**config.mk**
```make
export PLATFORM = sky130hd
export DESIGN_NAME = vga_scan_timing_gen
export DESIGN_NICKNAME = d
export VERILOG_FILES = /design/src/rtl/vga_scan_timing_gen.sv
export SDC_FILE = /design/constraint.sdc
export NUM_CORES = 1
export LEC_CHECK = 0
export CAP_MARGIN = 10
export CELL_PAD_IN_SITES_DETAIL_PLACEMENT = 1
export CELL_PAD_IN_SITES_GLOBAL_PLACEMENT = 2
export CORE_UTILIZATION = 32
export CTS_CLUSTER_DIAMETER = 50
export CTS_CLUSTER_SIZE = 40
export DETAILED_ROUTE_END_ITERATION = 8
export PLACE_DENSITY_LB_ADDON = 0.1
export SLEW_MARGIN = 10
export SYNTH_ARGS = -nofsm -noshare
export SYNTH_HDL_FRONTEND = slang
export SYNTH_SLANG_ARGS = --single-unit
```
**constraint.sdc**
```tcl
create_clock -name i_clk -period 2.8 [get_ports i_clk]
set_input_delay 0.42 -clock i_clk [delete_from_list [all_inputs] [get_ports i_clk]]
set_output_delay 0.42 -clock i_clk [all_outputs]
set_load 0.01 [all_outputs]
```
**src/rtl/vga_scan_timing_gen.sv**
```systemverilog
// ---------------------------------------------------------------------------
// vga_scan_timing_gen
//
// Purpose:
//   Parametrised VGA scan generator. Divides the board clock down to a pixel
//   enable, runs the horizontal/vertical position counters and produces the
//   sync pulses, the visible-window flag, pixel coordinates, line/frame start
//   strobes and a slowly advancing scroll offset for animated scene layers.
//   Sits between the board clock and every scene renderer.
//
// Ports:
//   i_clk           board clock
//   i_rst           synchronous reset, active high (wins over i_enable)
//   i_enable        1 = scan runs, 0 = everything frozen in place
//   i_scrollEn      1 = scroll offset advances on its frame steps
//   o_pixCe         one-clock pixel enable, every CLK_DIV clocks
//   o_hsync         horizontal sync, asserted level given by SYNC_POL
//   o_vsync         vertical sync, asserted level given by SYNC_POL
//   o_active        1 inside the visible H_ACTIVE x V_ACTIVE window
//   o_x, o_y        pixel column/row inside the window, 0 outside it
//   o_lineStart     one-clock strobe when the decode shows column 0
//   o_frameStart    one-clock strobe when the decode shows (0,0)
//   o_scrollOffset  animation offset, 0..SCROLL_MAX-1, wraps
// ---------------------------------------------------------------------------
module vga_scan_timing_gen #(
  parameter int CLK_DIV       = 2,
  parameter int H_SYNC        = 96,
  parameter int H_BP          = 48,
  parameter int H_ACTIVE      = 640,
  parameter int H_FP          = 16,
  parameter int V_SYNC        = 2,
  parameter int V_BP          = 29,
  parameter int V_ACTIVE      = 480,
  parameter int V_FP          = 10,
  parameter int SYNC_POL      = 0,
  parameter int CNT_W         = 11,
  parameter int SCROLL_FRAMES = 1,
  parameter int SCROLL_MAX    = 640
) (
  input  logic             i_clk,
  input  logic             i_rst,
  input  logic             i_enable,
  input  logic             i_scrollEn,
  output logic             o_pixCe,
  output logic             o_hsync,
  output logic             o_vsync,
  output logic             o_active,
  output logic [CNT_W-1:0] o_x,
  output logic [CNT_W-1:0] o_y,
  output logic             o_lineStart,
  output logic             o_frameStart,
  output logic [CNT_W-1:0] o_scrollOffset
);

  localparam int H_TOTAL = H_SYNC + H_BP + H_ACTIVE + H_FP;
  localparam int V_TOTAL = V_SYNC + V_BP + V_ACTIVE + V_FP;
  localparam int DIV_W   = (CLK_DIV > 1) ? $clog2(CLK_DIV) : 1;
  localparam int FRM_W   = (SCROLL_FRAMES > 1) ? $clog2(SCROLL_FRAMES) : 1;

  localparam logic [DIV_W-1:0] DIV_LAST    = DIV_W'(CLK_DIV - 1);
  localparam logic [FRM_W-1:0] FRM_LAST    = FRM_W'(SCROLL_FRAMES - 1);
  localparam logic [CNT_W-1:0] H_LAST      = CNT_W'(H_TOTAL - 1);
  localparam logic [CNT_W-1:0] V_LAST      = CNT_W'(V_TOTAL - 1);
  localparam logic [CNT_W-1:0] H_SYNC_END  = CNT_W'(H_SYNC);
  localparam logic [CNT_W-1:0] V_SYNC_END  = CNT_W'(V_SYNC);
  localparam logic [CNT_W-1:0] H_ACT_BEG   = CNT_W'(H_SYNC + H_BP);
  localparam logic [CNT_W-1:0] V_ACT_BEG   = CNT_W'(V_SYNC + V_BP);
  localparam logic [CNT_W-1:0] H_ACT_END   = CNT_W'(H_SYNC + H_BP + H_ACTIVE);
  localparam logic [CNT_W-1:0] V_ACT_END   = CNT_W'(V_SYNC + V_BP + V_ACTIVE);
  localparam logic [CNT_W-1:0] SCROLL_LAST = CNT_W'(SCROLL_MAX - 1);
  localparam logic             SYNC_ON     = (SYNC_POL != 0);

  logic [DIV_W-1:0] r_divCnt;
  logic [CNT_W-1:0] r_hCnt;
  logic [CNT_W-1:0] r_vCnt;
  logic [FRM_W-1:0] r_frmCnt;
  logic             r_decodePending;
  logic             r_hsync;
  logic             r_vsync;
  logic             r_active;
  logic [CNT_W-1:0] r_x;
  logic [CNT_W-1:0] r_y;
  logic             r_lineStart;
  logic             r_frameStart;
  logic [CNT_W-1:0] r_scrollOffset;

  logic             w_pixCe;
  logic             w_hSyncOn;
  logic             w_vSyncOn;
  logic             w_hActive;
  logic             w_vActive;
  logic [CNT_W-1:0] w_xCalc;
  logic [CNT_W-1:0] w_yCalc;
  logic             w_lineHome;
  logic             w_frameHome;
  logic             w_frameStep;

  // Pixel enable is a pure decode of the divider so it drops to 0 in the very
  // clock enable goes low; reset also masks it so it reads 0 while held.
  assign w_pixCe = i_enable & ~i_rst & (r_divCnt == DIV_LAST);

  // Clock divider: free-running 0..CLK_DIV-1 while enabled, holds otherwise.
  // With CLK_DIV=1 it sits at 0 and the pixel enable follows i_enable.
  always_ff @(posedge i_clk) begin
    if (i_rst) begin
      r_divCnt <= '0;
    end else if (i_enable) begin
      r_divCnt <= (r_divCnt == DIV_LAST) ? '0 : r_divCnt + DIV_W'(1);
    end
  end

  // Raster position counters, stepped once per pixel. The vertical counter
  // steps only on the horizontal wrap.
  always_ff @(posedge i_clk) begin
    if (i_rst) begin
      r_hCnt <= '0;
      r_vCnt <= '0;
    end else if (w_pixCe) begin
      if (r_hCnt == H_LAST) begin
        r_hCnt <= '0;
        r_vCnt <= (r_vCnt == V_LAST) ? '0 : r_vCnt + CNT_W'(1);
      end else begin
        r_hCnt <= r_hCnt + CNT_W'(1);
      end
    end
  end

  // Marks that the counters moved on the previous enabled edge, so the output
  // decode refreshes exactly once per pixel. It comes out of reset set so the
  // (0,0) position is decoded and the first frame after reset pulses too.
  // It holds while disabled so a resume picks up an update still owed.
  always_ff @(posedge i_clk) begin
    if (i_rst) begin
      r_decodePending <= 1'b1;
    end else if (i_enable) begin
      r_decodePending <= w_pixCe;
    end
  end

  assign w_hSyncOn   = (r_hCnt < H_SYNC_END);
  assign w_vSyncOn   = (r_vCnt < V_SYNC_END);
  assign w_hActive   = (r_hCnt >= H_ACT_BEG) && (r_hCnt < H_ACT_END);
  assign w_vActive   = (r_vCnt >= V_ACT_BEG) && (r_vCnt < V_ACT_END);
  assign w_xCalc     = r_hCnt - H_ACT_BEG;
  assign w_yCalc     = r_vCnt - V_ACT_BEG;
  assign w_lineHome  = (r_hCnt == '0);
  assign w_frameHome = w_lineHome && (r_vCnt == '0);
  assign w_frameStep = i_enable && r_decodePending && w_frameHome;

  // Registered output decode. Levels refresh only on the clock after the
  // counters moved; the strobes are cleared on every other enabled clock and
  // forced low while disabled, so a held position never re-fires them.
  always_ff @(posedge i_clk) begin
    if (i_rst) begin
      r_hsync      <= ~SYNC_ON;
      r_vsync      <= ~SYNC_ON;
      r_active     <= 1'b0;
      r_x          <= '0;
      r_y          <= '0;
      r_lineStart  <= 1'b0;
      r_frameStart <= 1'b0;
    end else if (!i_enable) begin
      r_lineStart  <= 1'b0;
      r_frameStart <= 1'b0;
    end else if (r_decodePending) begin
      r_hsync      <= w_hSyncOn ? SYNC_ON : ~SYNC_ON;
      r_vsync      <= w_vSyncOn ? SYNC_ON : ~SYNC_ON;
      r_active     <= w_hActive && w_vActive;
      r_x          <= (w_hActive && w_vActive) ? w_xCalc : '0;
      r_y          <= (w_hActive && w_vActive) ? w_yCalc : '0;
      r_lineStart  <= w_lineHome;
      r_frameStart <= w_frameHome;
    end else begin
      r_lineStart  <= 1'b0;
      r_frameStart <= 1'b0;
    end
  end

  // Scroll animation: the frame counter ticks on the same edge that raises the
  // frame strobe; each time it completes SCROLL_FRAMES frames it clears and,
  // if scrolling is allowed, the offset steps and wraps. With scrolling off
  // the frame counter keeps running so the cadence stays aligned.
  always_ff @(posedge i_clk) begin
    if (i_rst) begin
      r_frmCnt       <= '0;
      r_scrollOffset <= '0;
    end else if (w_frameStep) begin
      if (r_frmCnt == FRM_LAST) begin
        r_frmCnt <= '0;
        if (i_scrollEn) begin
          r_scrollOffset <= (r_scrollOffset == SCROLL_LAST) ? '0
                                                            : r_scrollOffset + CNT_W'(1);
        end
      end else begin
        r_frmCnt <= r_frmCnt + FRM_W'(1);
      end
    end
  end

  assign o_pixCe        = w_pixCe;
  assign o_hsync        = r_hsync;
  assign o_vsync        = r_vsync;
  assign o_active       = r_active;
  assign o_x            = r_x;
  assign o_y            = r_y;
  assign o_lineStart    = r_lineStart;
  assign o_frameStart   = r_frameStart;
  assign o_scrollOffset = r_scrollOffset;

endmodule

```
==> Word-level counts from Yosys, hierarchy flattened <==
Cells that the tools add are included.
{ "classes": {"n_addsub": 7, "magnitude_cmp": 6, "eq_ne": 3, "muxes": 9, "bitwise": 6, "reduce_logical": 12} }
{ "ops": {"columns": ["op", "n"], "rows": [
  ["$mux W11", 5],
  ["$add A11 B1 Y11 const B", 3],
  ["$eq A11 B10 Y1 const B", 3],
  ["$logic_not A11 Y1", 2],
  ["$ge A11 B5 Y1 const B", 1],
  ["$ge A11 B8 Y1 const B", 1],
  ["$lt A11 B10 Y1 const B", 1],
  ["$lt A11 B2 Y1 const B", 1],
  ["$lt A11 B7 Y1 const B", 1],
  ["$lt A11 B9 Y1 const B", 1],
  ["$sub A11 B5 Y11 const B", 1],
  ["$sub A11 B8 Y11 const B", 1],
  ["$logic_and A1 B1 Y1", 6],
  ["$mux W1", 4],
  ["$not A1 Y1", 4],
  ["$reduce_and A2 Y1", 2],
  ["$reduce_and A3 Y1", 1],
  ["$reduce_or A3 Y1", 1],
  ["$add A1 B1 Y1 const B", 2],
  ["$and A1 B1 Y1", 2]
]} }
{ "word_totals": {"register_bits": 63, "in_bits": 4, "out_inout_bits": 39, "wordCells": 56} }

==> Logic depth before layout (Yosys ltp) <==
Gate-level depths: netlist of run 1.
{ "logic_depth": {"word_depth": 4, "ltp_mapped": 8, "ltp_nobuf": 7} }

==> Least setup slack after synthesis of run 1 <==
No wires, ideal clock.
{ "synth_path": {"path_type": "flip-flop to flip-flop", "startpoint": "register r_vCnt[5]", "endpoint": "register r_scrollOffset[10], in the netlist o_scrollOffset[10]", "setup_time_ps": 123, "t_arrival_ps": 2221, "required_ps": 2677, "path_slack_ps": 456, "stages_incl_launch_ff": 8, "path_buffers": 2, "period_less_slack_ps": 2344, "cell_sequence": "dfxtp_1 > buf_6 > or4_4 > buf_6 > nor3_4 > nand3_2 > or4_1 > mux2_1"} }
{ "synth_via": {"elab_chain_cells": 4} }
{ "synth_lines": {"columns": ["item", "line_no", "source"], "rows": [
  ["from (decl)", "75", "logic [CNT_W-1:0] r_vCnt;"],
  ["from (signal assigned)", "121", "r_vCnt <= (r_vCnt == V_LAST) ? '0 : r_vCnt + CNT_W'(1);"],
  ["$logic_not A11 Y1", "147", "assign w_frameHome = w_lineHome && (r_vCnt == '0);"],
  ["$logic_and A1 B1 Y1", "147", null],
  ["$logic_and A1 B1 Y1", "148", "assign w_frameStep = i_enable && r_decodePending && w_frameHome;"],
  ["$reduce_and A3 Y1 (no source line)", null, null],
  ["to (signal assigned)", "191", "r_scrollOffset <= (r_scrollOffset == SCROLL_LAST) ? '0"],
  ["to (decl)", "85", "logic [CNT_W-1:0] r_scrollOffset;"]
]} }
Every way passes these cells.
A chain may end at the register's enable or synchronous reset.

==> Worst setup path after layout of run 1 <==
{ "layout_path": {"startpoint": "register r_vCnt[1]", "endpoint": "register r_x[7], in the netlist o_x[7]"} }
{ "layout_via": {"elab_chain_cells": 4, "word_cells_on_any_way": 5, "cone_classes": "order compare (2); mux (1); reduce/logical (2)"} }
{ "layout_lines": {"columns": ["item", "line_no", "source"], "rows": [
  ["$ge A11 B5 Y1 / $lt A11 B9 Y1 (equally long branches)", "143", "assign w_vActive = (r_vCnt >= V_ACT_BEG) && (r_vCnt < V_ACT_END);"],
  ["$logic_and A1 B1 Y1 (*)", "143", null],
  ["$logic_and A1 B1 Y1 (*)", "169", "r_x <= (w_hActive && w_vActive) ? w_xCalc : '0;"],
  ["$mux W11 (*)", "169", null],
  ["to (signal assigned)", "169", null],
  ["to (decl)", "81", "logic [CNT_W-1:0] r_x;"]
]} }
Every way passes the cells marked *; elsewhere a longest branch is shown, timed or not.

==> results of run 1 <==
critical path, cell delays in order, from the launching register on:
cell,delay [ns]
dfxtp_1,0.41
ha_1,0.32
and4_1,0.33
nor2_1,0.11
a211oi_1,0.34
buf_4,0.20
nand2_1,0.31
o31ai_1,0.30
layer usage:
layer / routed length, um / GRT usage / part of all wire
met1: 3930 / 0.235 / 0.48
met2: 3810 / 0.302 / 0.47
met4: 138 / 0.0781 / 0.017
met5: 0 / 0 / 0
met3: 239 / 0.0374 / 0.029
cells in the final DEF, fill, tap and decap left out, drive strengths merged, types with 10 or more instances in the layout:
cell           Yosys  layout
o21ai             30      30
xor2              11      11
nand2             51      51
xnor2             16      16
inv               11      11
nor2              38      38
dfxtp             62      62
nor3              10      10
buf                2      14
nand3             15      15
a21oi             14      14
clkdlybuf4s50      0      42
clkbuf            18      10
state kept, by name, indices dropped and copies added (netlist names):
signal           count
o_lineStart          1
o_active             1
o_vsync              1
o_scrollOffset      11
o_x                 11
r_hCnt              11
r_vCnt              11
r_divCnt             1
o_frameStart         1
o_y                 11
r_decodePending      1
o_hsync              1
cell type report:
type | instances | area [um2] | share of cell area
sequential | 62 | 1240 | 0.336
clock inverter | 5 | 75.1 | 0.0203
clock buffer | 10 | 128 | 0.0345
timing repair buffer | 56 | 526 | 0.142
tap | 108 | 135 | 0.0365
inverter | 11 | 41.3 | 0.0112
multi-input combinational | 261 | 1550 | 0.420
final timing paths:
| check | cells past startpoint | start | slack (ns) | to |
|---|---|---|---|---|
| min | 2 | o_y[10] | 0.45 | o_y[10] |
| min reg2reg | 2 | o_y[10] | 0.45 | o_y[10] |
| max reg2reg | 7 | r_vCnt[1] | 0.40 | o_x[7] |
| max | 7 | r_vCnt[1] | 0.40 | o_x[7] |
report_power, final:
group	internal (uW)	switching, uW	leakage, uW
combinational	34.9	47.4	0.000718
clock	492	363	0.000106
sequential	891	8.14	0.000501
cell families (layout without fill, tap and decap cells):
logic type | after synthesis | in the layout | share of synthesized area
simple gates | 161 | 161 | 0.277
buf+inv | 31 | 82 | 0.0453
fa+ha+maj | 8 | 8 | 0.0342
compound gates | 63 | 63 | 0.131
mux | 2 | 2 | 0.00727
flops | 62 | 62 | 0.424
xor+xnor | 27 | 27 | 0.0808
stage by stage:
stage	total power [uW]	utilization	instances	area [um2]
after global routing	1910	0.420	513	3700
after global placement	1000	0.397	498	3490
after floorplan	961	-	354	2930
after detailed placement	1000	0.397	498	3490
final	1840	0.420	513	3700
after CTS	1860	0.420	513	3700
==> reports/results.ini, run 1 <==
[run_status]
outcome=complete, but fails checks
violations=DRC

[clock_tree]
cts_buffer_depth=2
cts_hold_buf=0
clkSinkCount=62
cts-root-buf=clkbuf_8
htree_levels=3
clkTransAtPathRegs_ns=0.07
cts_buffers=9
cts_resized=0
post_cts_buffers=0
clock_latency_ns=0.35
cts_tree=built

[route]
avgViaCountPerCell=5.18
totalWireLength_mm=8.12
routedWlPerCell_um=15.8
route.detailed.drc=4
vias=2657
drt-pass1-iter-count=6
ant_nets=0
drt_iter0_drc=66

[floorplan]
core_region_area_um2=8810
rows=34
dieArea_um2=9530
ios=43
die_w_um=97.6
fp.dieH_um=97.6
initial_utilization=0.332

[setup_path]
start_kind=register
worst_setup_path_end_kind=register
critPathMaxFanout=18
critPathKind=reg -> reg
critPathRequiredTime_ns=3.06
crit_arrival_ns=2.66

[global_routing]
grt.overflow.total=0
grt_max_degree=32
grt_pass1_vias=2747
track_usage=0.185
antenna_found_initial=0
grt_pass1_wl_mm=13.7

[sta]
fin_setup_tns_ns=0
rsz0062_at_grt=no
hold_violations=0
fin_crit_sh=0.857
slew_viol_final=0
fin_crit_ns=2.40
fin_ws_ns=0.401
holdWs_ns=0.451
fmax_mhz=417
worst_slew_pin_slew_ns=0.646
skew_ns=0.00756
relSlewSlack=0.565
setup_viol_count_final=0

[yosys]
synth_seq_cells=62
synth_flop_cell=dfxtp_1
netlist.top_cell.by_area=dfxtp_1
syn_inst=354
syn-mean-instance-area_um2=8.26
synth_top_area_share=0.424
ys_seq_area_frac=0.424
yosysMostFrequentCell=dfxtp_1
synth_area_um2=2930
synth_enable_flop_cells=0
synthArstFlopShare=0
synthDistinctLibCells=50
yosys_warnings=0
synthTopCellsByCount=62 x dfxtp_1, 51 x nand2_1, 38 x nor2_1
synth_area_leaders=dfxtp_1 42%, nand2_1 6.5%, o21ai_0 5.0%
synth_fp_nets=366

[placement]
dp_slack_ns=0.305
gp_congestion=0.768
io_buffer_count=42
hpwl_mm=6.06

[finish]
nFillCells=1042
fin_nets=413
area_growth_pct=26.4
n_antenna_cell=0
drive_above_1_share=0.0889

[power]
p_leak_uw=0.00132
ir_worst_vdd_mv=0.195
power_density_nw_per_um2=497

[worst_hold_path]
min_path_type=reg -> reg

[flow_run]
max-cap-violations=0

No activity file was read; power rests on OpenSTA's default activity.
==> inputs of run 2 (changes only) <==
==> constraint.sdc (replaced) <==
create_clock -name i_clk -period 2.8 [get_ports i_clk]
set_input_delay 0.56 -clock i_clk [delete_from_list [all_inputs] [get_ports i_clk]]
set_output_delay 0.56 -clock i_clk [all_outputs]
set_load 0.01 [all_outputs]
==> run 2 against run 1 <==
Effect of this change: the flow still finishes with violations (DRC); clock power grew 2%; via count grew 1.2%; cell count grew 0.39%; worst hold slack is essentially flat; power grew 0.82%; first-iteration DRC count grew 61%; wire length grew 0.25%; die area is the same; largest power group unchanged; flip-flop and latch count is the same; critical endpoint is now o_pixCe; setup slack lost 0.12 ns; sequential share of layout area shrank 0.18 points; critical path type is now in -> out.
==> reports/results.ini, run 2 (same netlist as run 1, synthesis figures left out) <==
[sta]
fin_crit_ns=2.52  ; +0.120 ns
skew_ns=0.00847  ; +0.000910 ns
slew_viol_final=0  ; unchanged
worst_slew_pin_slew_ns=0.651  ; +0.00448 ns
hold_violations=0  ; unchanged
relSlewSlack=0.562  ; -0.00301
fin_setup_tns_ns=0  ; unchanged
fin_crit_sh=0.900  ; +0.0428
setup_viol_count_final=0  ; unchanged
rsz0062_at_grt=no
fmax_mhz=397  ; -4.8%

[floorplan]
dieArea_um2=9530  ; unchanged
core_region_area_um2=8810  ; unchanged
fp.dieH_um=97.6  ; unchanged
initial_utilization=0.332  ; unchanged
ios=43  ; unchanged
rows=34  ; unchanged
die_w_um=97.6  ; unchanged

[setup_path]
cpMostUsedCell=clkdlybuf4s50_1
critical_path.slowest_cell=clkdlybuf4s50_1
crit_chain=clkdlybuf4s50_1 -> nand3b_1 -> inv_1 -> clkdlybuf4s50_1
critPathKind=in -> out
slowest_delay_ns=0.56  ; +0.15 ns
worst_setup_path_end_kind=output pin
start_kind=primary input
critPathRequiredTime_ns=2.24  ; -0.82 ns
crit_arrival_ns=1.96  ; -0.70 ns
critPathMaxFanout=3  ; -15

[finish]
area_growth_pct=27.1
layoutNonFillerInstCount=515  ; +0.39%
drive_above_1_share=0.0909  ; +0.00202
mostFrequentLayoutCell=dfxtp_1
n_antenna_cell=0  ; unchanged
final_cell_mix=62 x dfxtp_1, 51 x nand2_1, 42 x clkdlybuf4s50_1
final_area_um2=3720  ; +0.54%
fin_nets=414  ; +0.24%

[global_routing]
grt_max_degree=32  ; unchanged
antenna_found_initial=0  ; unchanged
grt_pass1_vias=2655  ; -3.3%
grt.overflow.total=0  ; unchanged
grt_pass1_wl_mm=13.4  ; -2.2%
track_usage=0.180  ; -0.00452

[clock_tree]
clkTransAtPathRegs_ns=0.06  ; about the same
cts_buffers=9  ; unchanged
post_cts_buffers=0  ; unchanged
cts_hold_buf=0  ; unchanged
cts_buffer_depth=2  ; unchanged
cts-root-buf=clkbuf_8
clkSinkCount=62  ; unchanged
clock_latency_ns=0.33  ; -0.02 ns
cts_tree=built
cts_resized=0  ; unchanged
htree_levels=3  ; unchanged

[route]
route.detailed.drc=4  ; unchanged
totalWireLength_mm=8.14  ; +0.25%
drt-pass1-iter-count=6  ; unchanged
drt_iter0_drc=106  ; +61%
vias=2689  ; +1.2%
met3_length_um=245  ; +2.5%
avgViaCountPerCell=5.22  ; +0.81%
wl_met2_mm=3.79  ; -0.63%
wl_met1_mm=3.95  ; +0.61%
ant_nets=0  ; unchanged
routedWlPerCell_um=15.8  ; -0.14%
top_layer_used=met4

[placement]
io_buffer_count=42  ; unchanged
place_inst=499  ; +0.20%
hpwl_mm=6.02  ; -0.71%
gp_congestion=0.784  ; +2.1%
place_area_um2=3500  ; +0.21%

[power]
power_density_nw_per_um2=498  ; +0.28%
ir_worst_vdd_mv=0.247  ; +27%
total_power_uw=1850  ; +0.82%
p_leak_uw=0.00133  ; +0.65%

[run_status]
violations=DRC
outcome=complete, but fails checks

[worst_hold_path]
min_path_type=reg -> reg

[flow_run]
max-cap-violations=0  ; unchanged

[run 2: cell type report]
cell class                      count  area [um2]
Tap cell                          108         135
Inverter                           11        41.3
Multi-Input combinational cell    261        1550
Clock buffer                       12         145
Clock inverter                      4        70.1
Fill cell                        1078        5090
Timing Repair Buffer               57         533
Sequential cell                    62        1240
[run 2: final timing paths]
check                           startpoint   endpoint  slack [ns]  cells past startpoint
worst max-delay path                 i_rst    o_pixCe        0.28                      4
worst min register to register      o_y[3]     o_y[3]        0.45                      2
worst min-delay path                o_y[3]     o_y[3]        0.45                      2
worst max register to register   r_hCnt[4]  r_vCnt[5]        0.43                      8
[run 2: critical path, delay by kind of cell]
family                 cells  cell delay [ns]
buffers and inverters      3             1.17
AND/OR/NAND/NOR            1             0.23
[run 2: power by group]
part	switching, uW	internal [uW]
Sequential	7.12	891
Combinational	47.4	34.8
Clock	347	524
[run 2: per-stage QoR]
stage | hold WS [ns] | setup WS (ns) | utilization
floorplan | 0.450 | 0.456 | -
global placement | 0.434 | 0.238 | 0.398
detailed placement | 0.443 | 0.161 | 0.398
CTS | 0.458 | 0.243 | 0.422
global route | 0.470 | 0.168 | 0.422
finish | 0.451 | 0.281 | 0.422
[run 2: per-layer routing]
metal / track usage / vias to the layer above
met5: 0 / -
met3: 0.0281 / 13
li1: - / 1333
met1: 0.236 / 1300
met2: 0.295 / 43
met4: 0.0734 / 0
==> inputs of run 3 (changes only) <==
- CTS_CLUSTER_DIAMETER: 50 -> 30
==> results of run 3 <==
Final layout, timing and power as in run 2 (identical DEF).
